**config.mk**
```make
export PLATFORM = sky130hd
export DESIGN_NAME = jtdsp16_yaau_flat
export DESIGN_NICKNAME = d
export VERILOG_FILES = /design/src/rtl/jtdsp16_yaau_pkg.sv /design/src/rtl/jtdsp16_yaau_if.sv /design/src/rtl/jtdsp16_ptr_mod.sv /design/src/rtl/jtdsp16_yaau.sv /design/src/flat_wrapper.sv
export SDC_FILE = /design/constraint.sdc
export NUM_CORES = 1
export LEC_CHECK = 0
export ABC_AREA = 1
export CAP_MARGIN = 25
export CELL_PAD_IN_SITES_DETAIL_PLACEMENT = 1
export CELL_PAD_IN_SITES_GLOBAL_PLACEMENT = 2
export CORE_UTILIZATION = 36
export DETAILED_ROUTE_END_ITERATION = 8
export GPL_TIMING_DRIVEN = 0
export PLACE_DENSITY = 0.84
export SETUP_SLACK_MARGIN = 0.1
export SYNTH_ARGS = -nofsm -noshare
export SYNTH_HDL_FRONTEND = slang
export SYNTH_SLANG_ARGS = --single-unit
```
**constraint.sdc**
```tcl
create_clock -name clk -period 7.78 [get_ports clk]
set_input_delay 1.167 -clock clk [delete_from_list [all_inputs] [get_ports clk]]
set_output_delay 1.167 -clock clk [all_outputs]
set_load 0.01 [all_outputs]
```
**src/rtl/jtdsp16_yaau_pkg.sv**
```systemverilog
// jtdsp16_yaau_pkg: register-select and Y-field modifier codes shared by the YAAU and the instruction decoder
package jtdsp16_yaau_pkg;
    typedef enum logic [1:0] {
        MOD_NONE = 2'b00,
        MOD_INC  = 2'b01,
        MOD_DEC  = 2'b10,
        MOD_ADDJ = 2'b11
    } mod_e;
    typedef enum logic [2:0] {
        REG_R0 = 3'd0,
        REG_R1 = 3'd1,
        REG_R2 = 3'd2,
        REG_R3 = 3'd3,
        REG_J  = 3'd4,
        REG_K  = 3'd5,
        REG_RB = 3'd6,
        REG_RE = 3'd7
    } reg_e;
endpackage

```
**src/rtl/jtdsp16_yaau_if.sv**
```systemverilog
// jtdsp16_yaau_if: control and data bus between the sequencer/decoder and the Y address unit
interface jtdsp16_yaau_if #(parameter int AW = 16);
    logic          cen;
    logic          ram_access;
    logic [3:0]    y_field;
    logic          reg_load;
    logic [2:0]    reg_sel;
    logic [AW-1:0] load_data;
    logic [AW-1:0] ram_addr;
    logic [AW-1:0] reg_dout;
    logic          wrap;
    modport master(output cen, ram_access, y_field, reg_load, reg_sel, load_data,
                   input  ram_addr, reg_dout, wrap);
    modport slave (input  cen, ram_access, y_field, reg_load, reg_sel, load_data,
                   output ram_addr, reg_dout, wrap);
endinterface

```
**src/rtl/jtdsp16_ptr_mod.sv**
```systemverilog
// jtdsp16_ptr_mod: combinational next-pointer calculator with circular-buffer wrap on post-increment
module jtdsp16_ptr_mod
    import jtdsp16_yaau_pkg::*;
#(
    parameter int AW = 16
) (
    input  logic [AW-1:0] rn,
    input  mod_e          mod,
    input  logic [AW-1:0] j,
    input  logic [AW-1:0] rb,
    input  logic [AW-1:0] re,
    output logic [AW-1:0] next_rn,
    output logic          wrap_evt
);
    always_comb begin
        // only *rN++ honours the circular buffer; a zero re disables it
        wrap_evt = mod == MOD_INC && re != '0 && rn == re;
        next_rn  = mod == MOD_INC  ? (wrap_evt ? rb : rn + AW'(1)) :
                   mod == MOD_DEC  ? rn - AW'(1) :
                   mod == MOD_ADDJ ? rn + j : rn;
    end
endmodule

```
**src/rtl/jtdsp16_yaau.sv**
```systemverilog
// jtdsp16_yaau: Y-space address arithmetic unit; pointers r0..r3 with post-modify, j step, k, and rb/re circular buffer
module jtdsp16_yaau
    import jtdsp16_yaau_pkg::*;
#(
    parameter int AW = 16
) (
    input  logic               clk,
    input  logic               rst,
    jtdsp16_yaau_if.slave      bus
);
    logic [AW-1:0] r0, r1, r2, r3, j, k, rb, re;
    logic [AW-1:0] cur, nxt;
    logic [1:0]    sel;
    mod_e          mod;
    logic          wrap_evt, wrap_q, ld_hit;

    assign sel = bus.y_field[1:0];
    assign mod = mod_e'(bus.y_field[3:2]);
    assign ld_hit = bus.reg_load && bus.reg_sel == {1'b0, sel};

    always_comb cur = sel == 2'd0 ? r0 : sel == 2'd1 ? r1 : sel == 2'd2 ? r2 : r3;

    assign bus.ram_addr = cur;
    assign bus.wrap     = wrap_q;

    always_comb begin
        bus.reg_dout = re;
        case (reg_e'(bus.reg_sel))
            REG_R0: bus.reg_dout = r0;
            REG_R1: bus.reg_dout = r1;
            REG_R2: bus.reg_dout = r2;
            REG_R3: bus.reg_dout = r3;
            REG_J:  bus.reg_dout = j;
            REG_K:  bus.reg_dout = k;
            REG_RB: bus.reg_dout = rb;
            REG_RE: bus.reg_dout = re;
        endcase
    end

    jtdsp16_ptr_mod #(.AW(AW)) u_ptr_mod (
        .rn       (cur),
        .mod      (mod),
        .j        (j),
        .rb       (rb),
        .re       (re),
        .next_rn  (nxt),
        .wrap_evt (wrap_evt)
    );

    always_ff @(posedge clk or posedge rst) begin
        if (rst) begin
            r0     <= '0;
            r1     <= '0;
            r2     <= '0;
            r3     <= '0;
            j      <= '0;
            k      <= '0;
            rb     <= '0;
            re     <= '0;
            wrap_q <= 1'b0;
        end else if (bus.cen) begin
            // a load of the same pointer wins and also suppresses that access's wrap
            if (bus.ram_access && !ld_hit) begin
                case (sel)
                    2'd0: r0 <= nxt;
                    2'd1: r1 <= nxt;
                    2'd2: r2 <= nxt;
                    2'd3: r3 <= nxt;
                endcase
            end
            if (bus.reg_load) begin
                case (reg_e'(bus.reg_sel))
                    REG_R0: r0 <= bus.load_data;
                    REG_R1: r1 <= bus.load_data;
                    REG_R2: r2 <= bus.load_data;
                    REG_R3: r3 <= bus.load_data;
                    REG_J:  j  <= bus.load_data;
                    REG_K:  k  <= bus.load_data;
                    REG_RB: rb <= bus.load_data;
                    REG_RE: re <= bus.load_data;
                endcase
            end
            wrap_q <= bus.ram_access && wrap_evt && !ld_hit;
        end
    end
endmodule

```
**src/flat_wrapper.sv**
```systemverilog
// flat-port wrapper written by rule: the top's interface ports become plain ports
module jtdsp16_yaau_flat import jtdsp16_yaau_pkg::*;
#(
    parameter int AW = 16
)
  (clk, rst, bus_cen, bus_ram_access, bus_y_field, bus_reg_load, bus_reg_sel, bus_load_data, bus_ram_addr, bus_reg_dout, bus_wrap);
  jtdsp16_yaau_if #(.AW(AW)) bus_i ();
  input  logic clk;
  input  logic rst;
  input wire logic [$bits(bus_i.cen)-1:0] bus_cen;
  input wire logic [$bits(bus_i.ram_access)-1:0] bus_ram_access;
  input wire logic [$bits(bus_i.y_field)-1:0] bus_y_field;
  input wire logic [$bits(bus_i.reg_load)-1:0] bus_reg_load;
  input wire logic [$bits(bus_i.reg_sel)-1:0] bus_reg_sel;
  input wire logic [$bits(bus_i.load_data)-1:0] bus_load_data;
  output wire logic [$bits(bus_i.ram_addr)-1:0] bus_ram_addr;
  output wire logic [$bits(bus_i.reg_dout)-1:0] bus_reg_dout;
  output wire logic [$bits(bus_i.wrap)-1:0] bus_wrap;
  assign bus_i.cen = bus_cen;
  assign bus_i.ram_access = bus_ram_access;
  assign bus_i.y_field = bus_y_field;
  assign bus_i.reg_load = bus_reg_load;
  assign bus_i.reg_sel = bus_reg_sel;
  assign bus_i.load_data = bus_load_data;
  assign bus_ram_addr = bus_i.ram_addr;
  assign bus_reg_dout = bus_i.reg_dout;
  assign bus_wrap = bus_i.wrap;
  jtdsp16_yaau #(.AW(AW)) u_core (.clk(clk), .rst(rst), .bus(bus_i));
endmodule
```
# Word level (Yosys, flattened, before mapping)
# Index checks and enable logic that the tools add are counted.
dict set report word_totals {
  in_bits 28
  output_inout_bits 33
  reg_bits 129
  word_cells 65
}
dict set report classes {
  reduce_logical 14
  muxes 24
  addsub 3
  n_eq_ne 15
}
# cell count
set ops {}
lappend ops {{$mux 16} 23}
lappend ops {{$pmux 16 s8} 1}
lappend ops {{$add 16x1->16 const B} 1}
lappend ops {{$add 16x16->16} 1}
lappend ops {{$eq 16x16->1} 1}
lappend ops {{$reduce_bool 16->1} 1}
lappend ops {{$sub 16x1->16 const B} 1}
lappend ops {{$eq 3x3->1 const B} 4}
lappend ops {{$reduce_and 3->1} 4}
lappend ops {{$eq 2x2->1 const B} 4}
lappend ops {{$eq 3x2->1 const B} 2}
lappend ops {{$logic_and 1x1->1} 6}
lappend ops {{$eq 2x1->1 const B} 2}
lappend ops {{$eq 3x1->1 const B} 1}
lappend ops {{$eq 3x2->1} 1}
lappend ops {{$logic_not 3->1} 1}
lappend ops {{$logic_not 2->1} 1}
lappend ops {{$logic_not 1->1} 1}

# Longest topological paths before layout
dict set report logic_depth {
  ltp_word 12
  depth_mapped 25
  depth_no_buf 24
}

# Cells and area by module
# From an unflattened synthesis, not the netlist that was laid out.
dict set report unflattened {
  cells_unflattened 1872
  area_unflattened_um2 11233.3
}
# mod instances cells_per_inst seq_area_each_um2 area_per_inst_um2
set modules_own_cells {}
lappend modules_own_cells {jtdsp16_yaau 1 1271 3228.1 8435.6}
lappend modules_own_cells {jtdsp16_ptr_mod 1 601 0.0 2797.7}

# Worst setup path after synthesis
# OpenSTA, ideal clock, no wires.
dict set report synth_timing {
  path_type {input to register}
  startpoint {input bus_y_field[0]}
  endpoint {register u_core.r0[14]}
  setup_time_ns 0.116
  setup_slack_ns 3.942
  required_time_ns 7.664
  arrival_ns 3.722
  cell_stages 22
  path_buffers 2
  cell_sequence {buf_6 > nor2_2 > buf_4 > nand2_1 > nand2_2 > ha_1 > inv_1 > fa_1 > inv_1 > nand3_1 > nand2_1 > nand2_1 > nand2_1 > nand3_1 > a21oi_1 > nor2_1 > a21oi_1 > nand3_1 > nand3_1 > nand2_1 > nand2_1 > nand2_1}
}
dict set report synth_via {
  elab_chain_cells 12
  elab_cells_between_ends 23
  cone_classes {add/sub: 3; eq/ne: 4; mux: 11; reduce/logical: 5}
}
# element line_no
set synth_lines {}
lappend synth_lines {{from (decl)} flat_wrapper.sv:12} ;# input wire logic [$bits(bus_i.y_field)-1:0] bus_y_field;
lappend synth_lines {{$eq 2x2->1} jtdsp16_yaau.sv:21} ;# always_comb cur = sel == 2'd0 ? r0 : sel == 2'd1 ? r1 : sel == 2'd2 ? r2 : r3;
lappend synth_lines {{$mux 16 (2 in a row)} jtdsp16_yaau.sv:21}
lappend synth_lines {{$mux 16 (*)} jtdsp16_yaau.sv:21}
lappend synth_lines {{net bus_ram_addr[0]} flat_wrapper.sv:16} ;# output wire logic [$bits(bus_i.ram_addr)-1:0] bus_ram_addr;
lappend synth_lines {{$add 16x16->16 / $eq 16x16->1 (equally long branches)} {jtdsp16_ptr_mod.sv:20, jtdsp16_ptr_mod.sv:17}}
lappend synth_lines {{$mux 16 / $logic_and 1x1->1 (equally long branches)} {jtdsp16_ptr_mod.sv:20, jtdsp16_ptr_mod.sv:17}}
lappend synth_lines {{$mux 16, on equally long branches} {jtdsp16_ptr_mod.sv:19, jtdsp16_ptr_mod.sv:18}}
lappend synth_lines {{$mux 16 (*)} jtdsp16_ptr_mod.sv:18} ;# next_rn = mod == MOD_INC ? (wrap_evt ? rb : rn + AW'(1)) :
lappend synth_lines {{$mux 16 (*)} jtdsp16_yaau.sv:64} ;# case (sel)
lappend synth_lines {{$mux 16 (*)} jtdsp16_yaau.sv:63} ;# if (bus.ram_access && !ld_hit) begin
lappend synth_lines {{$mux 16} jtdsp16_yaau.sv:72} ;# case (reg_e'(bus.reg_sel))
lappend synth_lines {{$mux 16 (*)} jtdsp16_yaau.sv:71} ;# if (bus.reg_load) begin
lappend synth_lines {{to (signal assigned)} jtdsp16_yaau.sv:65} ;# 2'd0: r0 <= nxt;
lappend synth_lines {{to (signal assigned)} jtdsp16_yaau.sv:73} ;# REG_R0: r0 <= bus.load_data;
lappend synth_lines {{to (decl)} jtdsp16_yaau.sv:11} ;# logic [AW-1:0] r0, r1, r2, r3, j, k, rb, re;
# The timed path passes the listed nets; every way through them passes the cells marked *.
# A chain may end at the register's enable or synchronous reset.

# Worst setup path after layout
dict set report layout_timing {
  startpoint {input bus_reg_sel[0]}
  endpoint {output bus_reg_dout[8]}
}
dict set report layout_via {
  elab_chain_cells 2
  elab_cells_between_ends 9
  cone_classes {eq/ne: 7; mux: 1; reduce/logical: 1}
}
# element line_no
set layout_lines {}
lappend layout_lines {{from (decl)} flat_wrapper.sv:14} ;# input wire logic [$bits(bus_i.reg_sel)-1:0] bus_reg_sel;
lappend layout_lines {{$eq 3x3->1, or another cell as far along} jtdsp16_yaau.sv:28} ;# case (reg_e'(bus.reg_sel))
lappend layout_lines {{$pmux 16 s8 (*)} jtdsp16_yaau.sv:28}
lappend layout_lines {{to (decl)} flat_wrapper.sv:17} ;# output wire logic [$bits(bus_i.reg_dout)-1:0] bus_reg_dout;
# Every way passes the cells marked *; elsewhere a longest branch is shown, timed or not.

==> results.rst <==
.. list-table::
   :header-rows: 1

   * - Metric
     - Value
   * - Final sum of negative setup slack
     - 0 ns
   * - Leading cell types in the layout, fill and taps excluded
     - 547 x nand2_1, 223 x inv_1, 176 x nand3_1, 174 x o21ai_0, 129 x dfrtp_1
   * - Final-report hold violation count
     - 0
   * - Count of nets after finishing
     - 1,823
   * - Endpoint type of the worst setup path
     - output port
   * - Classification of the worst-slack hold path
     - reg2reg
   * - Buffers inserted during post-CTS setup optimization
     - 0
   * - Arrival time at the worst endpoint
     - 4.96 ns
   * - Run status
     - complete, no violations
   * - Overall fraction of global-route tracks in use
     - 33.8%
   * - Largest net degree at the start of global routing
     - 71
   * - Yosys warning total
     - 0
   * - Starting DRT DRC Count
     - 1,032
   * - Transition time at the pin with the least slew margin
     - 0.992 ns
   * - CTS HTree Levels
     - 4
   * - R2R setup slack
     - 4.11 ns
   * - Average vias per placed instance
     - 5.58
   * - Layout overhead on the synthesized area
     - 15.9%
   * - Number of fill cells in the layout
     - 3,799
   * - Global placement routability congestion
     - 0.931
   * - DIE HEIGHT
     - 172 µm
   * - Crit path kind
     - in2out
   * - Final setup viols
     - 0
   * - Count of buffers inserted at the top-level ports
     - 59
   * - Average wire length per cell after detail routing
     - 22.3 µm
   * - Via total after detailed routing
     - 12,100
   * - Main synth FF type
     - dfrtp_1
   * - Setup repair after global routing missed its margin
     - no
   * - DR pass1 iterations
     - 5
   * - Fraction of final layout cells with drive strength greater than 1
     - 5.43%
   * - Count of flip-flops with a built-in enable after synthesis
     - 0
   * - Category of the worst setup path launch point
     - input port
   * - Leading cell type in the layout, fill and taps excluded
     - nand2_1
   * - Detailed Place HPWL
     - 39,300 µm
   * - Summed instance area of the synthesized netlist
     - 10,400 µm²
   * - Count of antenna-violating nets left after detailed routing
     - 0
   * - Total chip power
     - 2.88 mW
   * - Post-Synthesis Mean Instance Area
     - 6.15 µm²
   * - Total Die Area
     - 29,700 µm²
   * - I/O pin cnt
     - 61
   * - # Max-Cap Violations
     - 0
   * - Clock latency on the worst-skew pair
     - 0.45 ns
   * - Placement row count
     - 61
   * - Largest buffer count on any clock path
     - 2
   * - Async SR Flop Fraction
     - 100%
   * - Total core area
     - 28,200 µm²
   * - Flop and latch count out of synthesis
     - 129
   * - Highest clock frequency the design can meet
     - 0.163 GHz
   * - Worst rel slew slack
     - 33.6%
   * - Largest vdd supply drop
     - 161 µV
   * - Min cycle time layout
     - 6.12 ns
   * - CP Max Fanout
     - 10
   * - Cts hold-fix bufs
     - 0
   * - Resized Gates After CTS
     - 0
   * - Required time worst endpoint
     - 6.61 ns
   * - Via count of the first global-routing pass
     - 11,600
   * - PD cells
     - 238 nW/µm²
   * - Number of antenna violations at the first check in global routing
     - 0
   * - Sequential area share after synthesis
     - 30.9%
   * - Pins Over Slew Limit
     - 0
   * - Detailed Route WL
     - 48,200 µm
   * - Clock tree from TritonCTS
     - built
   * - Total gr overflow
     - 0
   * - Clock Root Buffer
     - clkbuf_16
   * - Nets in the synthesized netlist
     - 1,744
   * - Synthesized instance count
     - 1,697
   * - Clock-pin slew reported for the worst setup and hold paths after clock tree synthesis
     - 0.07 ns
   * - Layout Skew
     - 0.0147 ns
   * - Wire length of the first global-routing pass
     - 72,700 µm
   * - Leak
     - 6.07 nW
   * - Remaining DRCs
     - 0
   * - Final worst path period share
     - 78.7%
   * - X dimension of the die
     - 172 µm
   * - Number of CTS-inserted buffers
     - 17
   * - Post-synthesis cell type count
     - 40
   * - Initial core utilization
     - 37.1%
   * - Antenna diode instance count
     - 0
   * - # clock sinks
     - 129
## power breakdown
part           internal, mW  switching, mW  total (mW)
Sequential            0.813          0.138       0.951
Clock                 0.456          0.350       0.806
Combinational         0.363          0.758        1.12
## kinds of logic after synthesis
group	Yosys count	synth area share [%]
AND/OR/NAND/NOR	897	37.0
AO/OA/AOI/OAI	347	17.9
buffers and inverters	297	11.1
flip-flops	129	30.9
adder cells (fa/ha/maj)	19	2.35
XOR/XNOR	8	0.671
## worst max-delay path, cell delays in order
cell and delay [ns]:
clkdlybuf4s50_1 0.53, nor2_1 0.80, inv_1 0.14, nor2_1 0.67, clkbuf_1 0.56, a211oi_1 0.21, o211ai_1 0.25, clkdlybuf4s50_1 0.63
## cell usage after synthesis, types with 5 or more instances
library cell	instances	area share, %
clkbuf_1	51	1.8
o21ai_0	174	8.3
nand4_1	26	1.6
nand2_1	547	20
nor2_1	96	3.5
nor3_1	5	0.24
buf_2	6	0.29
o2111ai_1	5	0.42
xor2_1	7	0.59
nand3_1	176	8.4
inv_1	224	8.1
dfrtp_1	129	31
nand3_2	17	1.6
nand2_2	18	1.1
ha_1	18	2.2
a211oi_1	14	1.0
nor2_2	5	0.30
o211ai_1	10	0.72
a21oi_1	111	5.3
o22ai_1	21	1.3
## sequential cells by signal, summed over array words and instances, names as in the netlist
register,count
u_core.bus.wrap,1
u_core.r2,16
u_core.k,16
u_core.r1,16
u_core.r3,16
u_core.j,16
u_core.r0,16
u_core.re,16
u_core.rb,16
## area by class of cell
class / instances / area, µm² / area share [%]
inverter: 229 / 867 / 7.17
timing repair buffer: 60 / 618 / 5.11
clock buffer: 20 / 457 / 3.77
tap: 378 / 473 / 3.91
clock inverter: 11 / 108 / 0.889
multi-input combinational: 1271 / 6050 / 50.0
sequential: 129 / 3230 / 26.7
buffer: 68 / 300 / 2.48
## final timing paths
| check | startpoint | depth (start not counted) | to |
|---|---|---|---|
| min | u_core.r0[8]$_DFFE_PP0P_ | 2 | u_core.r0[8]$_DFFE_PP0P_ |
| min reg2reg | u_core.r0[8]$_DFFE_PP0P_ | 2 | u_core.r0[8]$_DFFE_PP0P_ |
| max in group asynchronous | rst | 3 | u_core.j[15]$_DFFE_PP0P_ |
| max reg2reg | u_core.r1[0]$_DFFE_PP0P_ | 21 | u_core.r3[14]$_DFFE_PP0P_ |
| min in group asynchronous | rst | 2 | u_core.r2[6]$_DFFE_PP0P_ |
| max | bus_reg_sel[0] | 8 | bus_reg_dout[8] |
## per-stage QoR
step | setup slack [ns] | hold WS [ns] | util, % | instance area, µm² | std cells
2_1_floorplan | 3.17 | 0.471 | - | 10400 | 1697
3_3_place_gp | 0.774 | 0.492 | 40.9 | 11500 | 2134
3_5_place_dp | 1.83 | 0.492 | 41.0 | 11500 | 2135
4_1_cts | 1.81 | 0.511 | 43.0 | 12100 | 2166
5_1_grt | 1.62 | 0.543 | 43.0 | 12100 | 2166
6_report | 1.66 | 0.516 | 43.0 | 12100 | 2166
## layer usage
metal | GRT usage, % | part of all wire (%) | up-vias
met5 | 0 | 0 | -
met4 | 9.66 | 2.2 | 0
li1 | - | - | 5697
met1 | 49.0 | 49 | 6020
met2 | 52.4 | 44 | 322
met3 | 3.69 | 4.4 | 49
Note: power is estimated with default switching activity, not from simulation.
